<file path="config.mk">
export PLATFORM = sky130hd
export DESIGN_NAME = cmd_frame_decoder
export DESIGN_NICKNAME = d
export VERILOG_FILES = /design/src/rtl/cmd_frame_pkg.sv /design/src/rtl/frame_gap_timer.sv /design/src/rtl/cmd_frame_decoder.sv
export SDC_FILE = /design/constraint.sdc
export NUM_CORES = 1
export LEC_CHECK = 0
export ABC_AREA = 1
export CORE_UTILIZATION = 45
export DETAILED_ROUTE_END_ITERATION = 12
export PLACE_DENSITY = 0.71
export RECOVER_POWER = 100
export SLEW_MARGIN = 25
export SYNTH_ARGS = -nofsm -noshare
export SYNTH_HDL_FRONTEND = slang
export SYNTH_SLANG_ARGS = --single-unit
</file>
<file path="constraint.sdc">
create_clock -name i_CLK -period 2.9 [get_ports i_CLK]
set_clock_uncertainty 0.2 [all_clocks]
set_input_delay 0.58 -clock i_CLK [delete_from_list [all_inputs] [get_ports i_CLK]]
set_output_delay 0.58 -clock i_CLK [all_outputs]
set_load 0.005 [all_outputs]
</file>
<file path="src/rtl/cmd_frame_pkg.sv">
// Shared types for the command frame decoder: opcode bytes, command and
// error encodings, FSM states and the opcode-byte decode helpers.
package cmd_frame_pkg;

    localparam int OPC_WIDTH = 8;

    // First byte of each frame type.
    localparam logic [OPC_WIDTH-1:0] OPC_WR      = 8'hAA;
    localparam logic [OPC_WIDTH-1:0] OPC_RD      = 8'hBB;
    localparam logic [OPC_WIDTH-1:0] OPC_ALU     = 8'hCC;
    localparam logic [OPC_WIDTH-1:0] OPC_ALU_NOP = 8'hDD;

    typedef enum logic [1:0] {
        CMD_WR      = 2'b00,
        CMD_RD      = 2'b01,
        CMD_ALU_OP  = 2'b10,
        CMD_ALU_NOP = 2'b11
    } cmd_op_e;

    typedef enum logic [1:0] {
        ERR_NONE    = 2'b00,
        ERR_OPCODE  = 2'b01,
        ERR_TIMEOUT = 2'b10,
        ERR_OVERRUN = 2'b11
    } err_code_e;

    typedef enum logic [2:0] {
        ST_IDLE      = 3'd0,
        ST_GET_ADDR  = 3'd1,
        ST_GET_WDATA = 3'd2,
        ST_GET_OPA   = 3'd3,
        ST_GET_OPB   = 3'd4,
        ST_GET_FUN   = 3'd5,
        ST_HOLD      = 3'd6
    } state_e;

    typedef struct packed {
        logic    known;
        cmd_op_e op;
    } opcode_dec_t;

    // Map an opcode byte to its command; unknown bytes clear the known flag.
    function automatic opcode_dec_t decode_opcode(input logic [OPC_WIDTH-1:0] b);
        opcode_dec_t d;
        d.known = 1'b1;
        d.op    = CMD_WR;
        case (b)
            OPC_WR:      d.op = CMD_WR;
            OPC_RD:      d.op = CMD_RD;
            OPC_ALU:     d.op = CMD_ALU_OP;
            OPC_ALU_NOP: d.op = CMD_ALU_NOP;
            default:     d.known = 1'b0;
        endcase
        return d;
    endfunction

    // State that collects the second byte of a frame of the given type.
    function automatic state_e first_state(input cmd_op_e op);
        case (op)
            CMD_WR, CMD_RD: return ST_GET_ADDR;
            CMD_ALU_OP:     return ST_GET_OPA;
            default:        return ST_GET_FUN;
        endcase
    endfunction

endpackage

</file>
<file path="src/rtl/frame_gap_timer.sv">
// Inter-byte gap counter. Counts while run_i is high, restarts on clear_i,
// and pulses expire_o in the cycle the count sits on TIMEOUT_CYCLES-1
// without a clear.
module frame_gap_timer #(
    parameter int TIMEOUT_CYCLES = 4096
) (
    input  logic clk_i,
    input  logic rst_i,
    input  logic clear_i,
    input  logic run_i,
    output logic expire_o
);

    localparam int CNT_W = $clog2(TIMEOUT_CYCLES);
    localparam logic [CNT_W-1:0] LAST = CNT_W'(TIMEOUT_CYCLES - 1);

    logic [CNT_W-1:0] cnt_q;
    logic [CNT_W-1:0] cnt_d;

    // Next count and expiry; a clear (byte strobe) in the expiry cycle wins.
    always_comb begin
        // NOTE: every combinational output gets a default first so no path leaves it unassigned (no latch).
        cnt_d    = cnt_q;
        expire_o = run_i && !clear_i && (cnt_q == LAST);
        if (clear_i) begin
            cnt_d = '0;
        end else if (run_i && !expire_o) begin
            cnt_d = cnt_q + CNT_W'(1);
        end
    end

    // Count register.
    always_ff @(posedge clk_i or posedge rst_i) begin
        // NOTE: reset is asynchronous so the counter clears even with the clock stopped.
        if (rst_i) begin
            cnt_q <= '0;
        end else begin
            // NOTE: sequential state uses non-blocking assignment so all flops update together.
            cnt_q <= cnt_d;
        end
    end

endmodule

</file>
<file path="src/rtl/cmd_frame_decoder.sv">
// Assembles synchronized UART RX bytes into WR / RD / ALU_OP / ALU_NOP
// command frames, holds each frame on a valid/ready interface and flags
// bad opcodes, inter-byte timeouts and overruns with a one-cycle strobe.
module cmd_frame_decoder
    import cmd_frame_pkg::*;
#(
    parameter int DATA_WIDTH     = 8,
    parameter int ADDR_WIDTH     = 4,
    parameter int ALU_FUN_WIDTH  = 4,
    parameter int TIMEOUT_CYCLES = 4096
) (
    input  logic                     i_CLK,
    input  logic                     i_RST,
    input  logic [DATA_WIDTH-1:0]    i_RX_P_DATA,
    input  logic                     i_RX_D_VLD,
    input  logic                     i_CMD_READY,
    output logic                     o_CMD_VALID,
    output logic [1:0]               o_CMD_OP,
    output logic [ADDR_WIDTH-1:0]    o_CMD_ADDR,
    output logic [DATA_WIDTH-1:0]    o_CMD_WDATA,
    output logic [DATA_WIDTH-1:0]    o_CMD_OPA,
    output logic [DATA_WIDTH-1:0]    o_CMD_OPB,
    output logic [ALU_FUN_WIDTH-1:0] o_CMD_FUN,
    output logic                     o_FRAME_ERR,
    output logic [1:0]               o_ERR_CODE,
    output logic                     o_BUSY
);

    state_e                   state_q,  state_d;
    cmd_op_e                  op_q,     op_d;
    logic [ADDR_WIDTH-1:0]    addr_q,   addr_d;
    logic [DATA_WIDTH-1:0]    wdata_q,  wdata_d;
    logic [DATA_WIDTH-1:0]    opa_q,    opa_d;
    logic [DATA_WIDTH-1:0]    opb_q,    opb_d;
    logic [ALU_FUN_WIDTH-1:0] fun_q,    fun_d;
    logic                     valid_q,  valid_d;
    logic                     err_q,    err_d;
    err_code_e                code_q,   code_d;
    logic                     busy_q,   busy_d;

    opcode_dec_t opc_dec;
    logic        in_wait;
    logic        take_opcode;
    logic        gap_clear;
    logic        gap_run;
    logic        gap_expire;

    assign opc_dec = decode_opcode(OPC_WIDTH'(i_RX_P_DATA));

    // IDLE and HOLD are not inside a frame, so the gap timer only runs in GET_* states.
    assign in_wait   = (state_q == ST_IDLE) || (state_q == ST_HOLD);
    assign gap_clear = i_RX_D_VLD || in_wait;
    assign gap_run   = !in_wait;

    // A strobe is an opcode byte in IDLE, and also in the handshake cycle of HOLD.
    assign take_opcode = i_RX_D_VLD &&
                         ((state_q == ST_IDLE) || ((state_q == ST_HOLD) && i_CMD_READY));

    frame_gap_timer #(
        .TIMEOUT_CYCLES(TIMEOUT_CYCLES)
    ) u_gap_timer (
        .clk_i    (i_CLK),
        .rst_i    (i_RST),
        .clear_i  (gap_clear),
        .run_i    (gap_run),
        .expire_o (gap_expire)
    );

    // Next-state, field capture and error/handshake decisions.
    always_comb begin
        state_d = state_q;
        op_d    = op_q;
        addr_d  = addr_q;
        wdata_d = wdata_q;
        opa_d   = opa_q;
        opb_d   = opb_q;
        fun_d   = fun_q;
        err_d   = 1'b0;
        code_d  = code_q;

        case (state_q)
            ST_GET_ADDR: begin
                if (i_RX_D_VLD) begin
                    addr_d  = i_RX_P_DATA[ADDR_WIDTH-1:0];
                    state_d = (op_q == CMD_WR) ? ST_GET_WDATA : ST_HOLD;
                end
            end
            ST_GET_WDATA: begin
                if (i_RX_D_VLD) begin
                    wdata_d = i_RX_P_DATA;
                    state_d = ST_HOLD;
                end
            end
            ST_GET_OPA: begin
                if (i_RX_D_VLD) begin
                    opa_d   = i_RX_P_DATA;
                    state_d = ST_GET_OPB;
                end
            end
            ST_GET_OPB: begin
                if (i_RX_D_VLD) begin
                    opb_d   = i_RX_P_DATA;
                    state_d = ST_GET_FUN;
                end
            end
            ST_GET_FUN: begin
                if (i_RX_D_VLD) begin
                    fun_d   = i_RX_P_DATA[ALU_FUN_WIDTH-1:0];
                    state_d = ST_HOLD;
                end
            end
            ST_HOLD: begin
                if (i_CMD_READY) begin
                    state_d = ST_IDLE;
                end else if (i_RX_D_VLD) begin
                    // No room for a new frame: drop the byte, keep the held one.
                    err_d  = 1'b1;
                    code_d = ERR_OVERRUN;
                end
            end
            default: ;
        endcase

        if (take_opcode) begin
            if (opc_dec.known) begin
                op_d    = opc_dec.op;
                state_d = first_state(opc_dec.op);
            end else begin
                state_d = ST_IDLE;
                err_d   = 1'b1;
                code_d  = ERR_OPCODE;
            end
        end

        // Expiry only fires in GET_* states with no strobe, so it never competes with the above.
        if (gap_expire) begin
            state_d = ST_IDLE;
            err_d   = 1'b1;
            code_d  = ERR_TIMEOUT;
        end

        valid_d = (state_d == ST_HOLD);
        busy_d  = (state_d != ST_IDLE);
    end

    // State, field and output registers; everything visible on the ports is a flop.
    always_ff @(posedge i_CLK or posedge i_RST) begin
        if (i_RST) begin
            state_q <= ST_IDLE;
            op_q    <= CMD_WR;
            addr_q  <= '0;
            wdata_q <= '0;
            opa_q   <= '0;
            opb_q   <= '0;
            fun_q   <= '0;
            valid_q <= 1'b0;
            err_q   <= 1'b0;
            code_q  <= ERR_NONE;
            busy_q  <= 1'b0;
        end else begin
            state_q <= state_d;
            op_q    <= op_d;
            addr_q  <= addr_d;
            wdata_q <= wdata_d;
            opa_q   <= opa_d;
            opb_q   <= opb_d;
            fun_q   <= fun_d;
            valid_q <= valid_d;
            err_q   <= err_d;
            code_q  <= code_d;
            busy_q  <= busy_d;
        end
    end

    assign o_CMD_VALID = valid_q;
    assign o_CMD_OP    = op_q;
    assign o_CMD_ADDR  = addr_q;
    assign o_CMD_WDATA = wdata_q;
    assign o_CMD_OPA   = opa_q;
    assign o_CMD_OPB   = opb_q;
    assign o_CMD_FUN   = fun_q;
    assign o_FRAME_ERR = err_q;
    assign o_ERR_CODE  = code_q;
    assign o_BUSY      = busy_q;

endmodule

</file>
==> flow_summary.json <==
{
  "diodes": 0,
  "async_flop_share": 1.000,
  "dieArea_um2": 5869,
  "setup_viol": 0,
  "ys_warn_count": 0,
  "yosys.area.top_type": "dfrtp_1",
  "dpl_cell_area_um2": 3090,
  "finalInstanceArea_um2": 3167,
  "layout_setup_ws_ns": 0.5688,
  "cts_tree": "built",
  "post-route-period-util": 0.8039,
  "finalNetCount": 361,
  "synthTopCellsByCount": "78 x nand2_1, 54 x dfrtp_1, 42 x o21ai_0, 32 x inv_1, 20 x nor2_1",
  "fp.dieH_um": 76.61,
  "min_from": "o_CMD_FUN[0]$_DFFE_PP0P_",
  "hold_viol": 0,
  "status": "completed",
  "syn_nets": 307,
  "wl_per_cell_um": 13.00,
  "drc_errors": 0,
  "synth_edf_count": 0,
  "drive_gt1_frac": 0.06590,
  "p_leak_uw": 0.001601,
  "drt_wl_total_mm": 5.445,
  "p_comb_frac": 0.383,
  "vias_per_cell": 5.010,
  "cp_slowest_cell": "dlygate4sd3_1",
  "hold_ws_ns": 0.2830,
  "setup-tns-final_ns": 0,
  "cp-end-kind": "register",
  "synth.most_common_cell": "nand2_1",
  "tightest_slew_ns": 0.8505,
  "port-buffer-count": 50,
  "drv_cap": 0,
  "rsz0062_at_grt": "false",
  "grt_pass1_wl_mm": 9.349,
  "period_needed_ns": 2.331,
  "clock_latency_ns": 0.30,
  "io_pins": 51,
  "critPathMaxFanout": 8,
  "netlist_area_um2": 2505,
  "synthCells": 294,
  "p_per_area_nw_per_um2": 848.4,
  "cpLargestDelayFamily": "buffers and inverters",
  "p_int_uw": 1769,
  "min_path_type": "register to register",
  "syn_avg_cell_area_um2": 8.520,
  "yosysSeqAreaShare": 0.5395,
  "yosysTopAreaCellShare": 0.5395,
  "cts_setup_buffers": 0,
  "worstPathArrival_ns": 2.32,
  "drt_iter0_markers": 117,
  "cp.required_ns": 2.89,
  "path_clk_slew_ns": 0.09,
  "overflow": 0,
  "crit_chain": "dlygate4sd3_1 -> inv_1 -> a21oi_1 -> nand2_1 -> inv_1 -> nand2_1 -> nand3_1 -> nand2_1 -> inv_1 -> nand2_1",
  "antenna_left": 0,
  "cts_buffers": 5,
  "cts_resized": 0,
  "path_buf_inv": 4,
  "die_w_um": 76.61,
  "placementRows": 26,
  "p_sw_frac": 0.3418,
  "crit_path_start": "i_RX_D_VLD",
  "cpMostUsedCell": "nand2_1",
  "final-max-slew-violation-count": 0,
  "layout-area-overhead-vs-synth_pct": 26.42,
  "irDropWorstVdd_mv": 0.4476,
  "start_kind": "input pin",
  "yosys.cell_types.count": 31,
  "synth.ff_latch_count": 54,
  "cts_buffer_depth": 2,
  "relSlewSlack": 0.4324,
  "switching_power_uw": 918.3,
  "m1WireLength_mm": 2.531,
  "reg2reg_from": "state_q[1]$_DFF_PP0_",
  "wl_met3_um": 170,
  "finalWeightedCongestion": 0.8553,
  "drtPass1Iterations": 4,
  "worstSetupPathType": "input pin to register",
  "start_util": 0.4783,
  "fmax_ghz": 0.4290,
  "grt_max_degree": 34,
  "cts-root-buf": "clkbuf_8",
  "critical_path.max_stage_delay_ns": 0.72,
  "synth_area_leaders": "dfrtp_1 54%, nand2_1 12%, o21ai_0 8.4%",
  "vias": 2099,
  "cts_sinks": 54,
  "grt_pass1_vias": 1990,
  "grt.total_usage": 0.2037,
  "ys.flop_type": "dfrtp_1",
  "antenna_found_initial": 0,
  "htreeDepth": 2,
  "p_clk_frac": 0.181,
  "hold_buffers": 0,
  "dp_worst_setup_slack_ns": 0.5501,
  "seqPwrFrac": 0.436,
  "met2WireLength_mm": 2.687,
  "core_um2": 5238,
  "top_layer": "met4",
  "place_hpwl_mm": 4.085
}
-- per-layer routing --
metal | GRT usage | vias up
met3 | 0.03114 | 7
met1 | 0.2737 | 998
met2 | 0.3405 | 46
met5 | 0 | -
met4 | 0.05962 | 0
li1 | - | 1048
-- registers in the layout, summed over array words and instances, names as in the netlist --
register	flops
state_q	3
o_ERR_CODE	2
o_CMD_FUN	4
o_CMD_WDATA	8
u_gap_timer.cnt_q	12
o_CMD_ADDR	4
o_CMD_VALID	1
o_CMD_OPA	8
o_CMD_OP	2
o_BUSY	1
o_CMD_OPB	8
o_FRAME_ERR	1
-- layout by cell type, fill, tap and decap left out, types with 2 or more instances in the layout --
cell / netlist / final
dfrtp_1: 54 / 54
a21oi_1: 4 / 5
xor2_1: 2 / 2
clkbuf_8: 0 / 5
nand3_1: 15 / 16
clkinv_2: 0 / 2
clkdlybuf4s50_1: 0 / 9
o211ai_1: 2 / 2
nand2_1: 78 / 81
nor3_1: 4 / 4
nor2_2: 4 / 4
o21ai_0: 42 / 45
nand4_1: 3 / 3
inv_1: 32 / 35
nand3b_1: 2 / 2
inv_2: 6 / 3
nor2_4: 2 / 2
nor2_1: 20 / 20
dlygate4sd3_1: 0 / 41
nand2_4: 3 / 2
-- logic make-up (layout without fill, tap and decap cells) --
group,after synthesis,count (layout),synth area share
XOR/XNOR,3,3,0.01049
AND/OR/NAND/NOR,136,136,0.2547
flip-flops,54,54,0.5395
adder cells (fa/ha/maj),1,1,0.004994
buffers and inverters,43,98,0.06893
AO/OA/AOI/OAI,57,57,0.1214
-- layout make-up --
class                           count  area [um^2]
Timing Repair Buffer               52        524.3
Clock buffer                        5        68.82
Tap cell                           70        87.58
Sequential cell                    54         1351
Multi-Input combinational cell    197        952.2
Inverter                           38        142.6
Fill cell                         478         2071
Clock inverter                      3        40.04
-- worst reg2reg max path, cell delays in order (launching register included) --
cell	delay, ns
dfrtp_1	0.51
nor2_2	0.10
nand2_4	0.09
nand2_4	0.07
nor2_8	0.17
nand3_1	0.38
nand3_1	0.28
nand2_1	0.07
inv_1	0.05
nand2_1	0.04
-- stage by stage --
stage               cells    util  total power (uW)
floorplan             294       -              1736
global placement      411  0.5901              2317
detailed placement    411  0.5901              2341
CTS                   419  0.6108              2845
global route          419  0.6046              2895
finish                419  0.6046              2687
-- final timing paths --
check | end | cells past startpoint | slack [ns]
min in group asynchronous | u_gap_timer.cnt_q[11]$_DFFE_PP0P_ | 2 | 0.68
worst min-delay path | o_CMD_FUN[0]$_DFFE_PP0P_ | 2 | 0.28
worst min register to register | o_CMD_FUN[0]$_DFFE_PP0P_ | 2 | 0.28
max in group asynchronous | o_CMD_OP[0]$_DFFE_PP0P_ | 3 | 1.16
worst max register to register | o_BUSY$_DFF_PP0_ | 9 | 0.85
worst max-delay path | o_BUSY$_DFF_PP0_ | 10 | 0.57
-- power by group through the flow --
stage | clock (uW) | combinational [uW] | sequential, uW
after CTS | 505 | 1160 | 1180
after global placement | 0 | 1120 | 1190
after detailed placement | 0 | 1140 | 1200
after floorplan | 0 | 555 | 1180
after global routing | 527 | 1160 | 1210
final | 485 | 1030 | 1170
No activity file was read; power rests on OpenSTA's default activity.
==> variant, RTL diff (same flow settings) <==
`TIMEOUT_CYCLES` is set to 4096 in 2 places; all go to 2048.
--- a/src/rtl/frame_gap_timer.sv
+++ b/src/rtl/frame_gap_timer.sv
@@ -3,5 +3,5 @@
 // without a clear.
 module frame_gap_timer #(
-    parameter int TIMEOUT_CYCLES = 4096
+    parameter int TIMEOUT_CYCLES = 2048
 ) (
     input  logic clk_i,
--- a/src/rtl/cmd_frame_decoder.sv
+++ b/src/rtl/cmd_frame_decoder.sv
@@ -8,5 +8,5 @@
     parameter int ADDR_WIDTH     = 4,
     parameter int ALU_FUN_WIDTH  = 4,
-    parameter int TIMEOUT_CYCLES = 4096
+    parameter int TIMEOUT_CYCLES = 2048
 ) (
     input  logic                     i_CLK,
Function: no difference found for any inputs over 10 cycles, from zero or initial values and one cycle with i_RST high; that may be too few to reach the edited logic, so the function may still have changed.
==> variant against the unedited design <==
  * Setup slack worse by 20 ps
  * Sequential share of layout area increased by 0.30 points
  * Synthesized area shrank 2.1%
  * Routed wire length down 2.9%
  * Sequential cell count shrank 1
  * Non-clock buffer count stayed put
  * Power is 0.68% lower
  * Cell area down 2.5%
  * Critical endpoint unchanged
==> variant: results (changes against the unedited design) <==
### Worst setup path
* **critical path peak fanout** 17, was 8
* **signal arrival time at the worst endpoint** 2340 ps, was 2320 ps
* **cells on worst reg2reg path** 8, was 9
* **register-to-register setup slack** 800 ps, was 850 ps
* **Worst R2R Start** state_q[2], was state_q[1]
* **worst flop-to-flop path endpoint** o_CMD_VALID, was o_BUSY

### Yosys
* **Commonest cells post-synth** 66 x sky130_fd_sc_hd__nand2_1, 53 x sky130_fd_sc_hd__dfrtp_1, 43 x sky130_fd_sc_hd__o21ai_0, 27 x sky130_fd_sc_hd__inv_1, 21 x sky130_fd_sc_hd__nor2_1, was 78 x sky130_fd_sc_hd__nand2_1, 54 x sky130_fd_sc_hd__dfrtp_1, 42 x sky130_fd_sc_hd__o21ai_0, 32 x sky130_fd_sc_hd__inv_1, 20 x sky130_fd_sc_hd__nor2_1
* **largest cells by area after synthesis** sky130_fd_sc_hd__dfrtp_1 54%, sky130_fd_sc_hd__nand2_1 10%, sky130_fd_sc_hd__o21ai_0 8.8%, was sky130_fd_sc_hd__dfrtp_1 54%, sky130_fd_sc_hd__nand2_1 12%, sky130_fd_sc_hd__o21ai_0 8.4%
* **post-synthesis compound-gate area fraction** 0.122, was 0.121
* **Netlist cell types** 30, was 31
* **XOR/XNOR share of the synthesized area** 0.00714, was 0.0105
* **area share of fa/ha/maj cells after synthesis** 0.00510, was 0.00500
* **Seq/Total Area, Yosys** 0.541, was 0.539
* **Net Count, Synth** 293, was 307

### Place
* **final weighted congestion of routability-driven global placement** 0.815, was 0.855
* **worst slack, placed** 527 ps, was 550 ps
* **placed wire-length estimate** 4020 microns, was 4090 microns

### Pwr
* **leakage power summed over all cells** 1.51 nW, was 1.60 nW
* **worst vdd ir** 0.397 mV, was 0.448 mV

### Global route
* **wire length of the first global-routing pass** 8680 microns, was 9350 microns
* **Tot GR Track Use** 0.205, was 0.204
* **number of global-route vias before repair** 1889, was 1990
* **maximum number of pins on one net before global-route repair** 22, was 34

### Detailed routing
* **average detailed-routed wire length per instance** 13.1 microns, was 13.0 microns
* **starting DRC count in detailed routing** 100, was 117
* **via total after detailed routing** 2025, was 2099

### Cells and area
* **share of layout cells above drive strength 1** 0.0749, was 0.0659
* **Largest register FFs** 11, was 12
* **Final nets** 346, was 361

### Run status
* **status** finished clean, unchanged

### Hold path
* **endpoint of the worst hold path** o_CMD_FUN[3], was o_CMD_FUN[0]
* **launch instance of the worst min-delay path** o_CMD_FUN[3], was o_CMD_FUN[0]

### STA
* **Slew @ Worst Pin** 779 ps, was 850 ps

### Clock tree
* **Root Driver** sky130_fd_sc_hd__clkbuf_8, unchanged

## variant: critical path, stage by stage
cell and delay, ps:
sky130_fd_sc_hd__dlygate4sd3_1 640, sky130_fd_sc_hd__inv_1 210, sky130_fd_sc_hd__nor2_4 40, sky130_fd_sc_hd__nand2_1 360
sky130_fd_sc_hd__nand3_1 140, sky130_fd_sc_hd__nor2_1 110, sky130_fd_sc_hd__nand3_1 70, sky130_fd_sc_hd__nand2_1 110
sky130_fd_sc_hd__nand3_1 70
## variant: kinds of logic (layout without fill, tap and decap cells)
family,after synthesis,count (layout)
AND/OR/NAND/NOR,131,131
AO/OA/AOI/OAI,56,56
flip-flops,53,53
buffers and inverters,37,91
XOR/XNOR,2,2
adder cells (fa/ha/maj),1,1
## variant: report_power, final
group	leakage (nW)	internal, mW	switching (mW)
Sequential	0.680	0.999	0.185
Clock	0.0585	0.282	0.232
Combinational	0.776	0.495	0.475
## variant: final cells by class
| type | instances | area, sq um |
|---|---|---|
| fill | 465 | 2090 |
| tap | 70 | 87.6 |
| clock buffer | 7 | 86.3 |
| sequential | 53 | 1330 |
| inverter | 31 | 119 |
| timing repair buffer | 52 | 515 |
| clock inverter | 1 | 30.0 |
| multi-input combinational | 190 | 922 |
## variant: worst max-delay path by stage
stage / slack (ps) / startpoint / cells past startpoint / to
after floorplan: 830 / i_RST / 1 / o_BUSY
after global placement: 560 / i_RX_D_VLD / 9 / o_BUSY
after detailed placement: 530 / i_RX_D_VLD / 9 / o_BUSY
after CTS: 850 / i_RX_D_VLD / 9 / o_BUSY
after global routing: 390 / i_RX_D_VLD / 9 / o_CMD_VALID
final: 550 / i_RX_D_VLD / 9 / o_BUSY
## variant: through the flow
stage	cells	hold WS, ps	power (mW)	util	instance area (sq um)
2_1_floorplan	280	272	1.73	-	2450
3_3_place_gp	396	265	2.28	0.582	3010
3_5_place_dp	396	273	2.31	0.582	3010
4_1_cts	404	295	2.83	0.604	3130
5_1_grt	404	319	2.88	0.597	3090
6_report	404	282	2.67	0.597	3090
## variant: routing by layer
metal,track usage,vias to the layer above,wire (microns)
li1,-,1003,-
met1,0.278,957,2520
met2,0.333,59,2510
met3,0.0410,6,191
met4,0.0617,0,75
met5,0,-,0
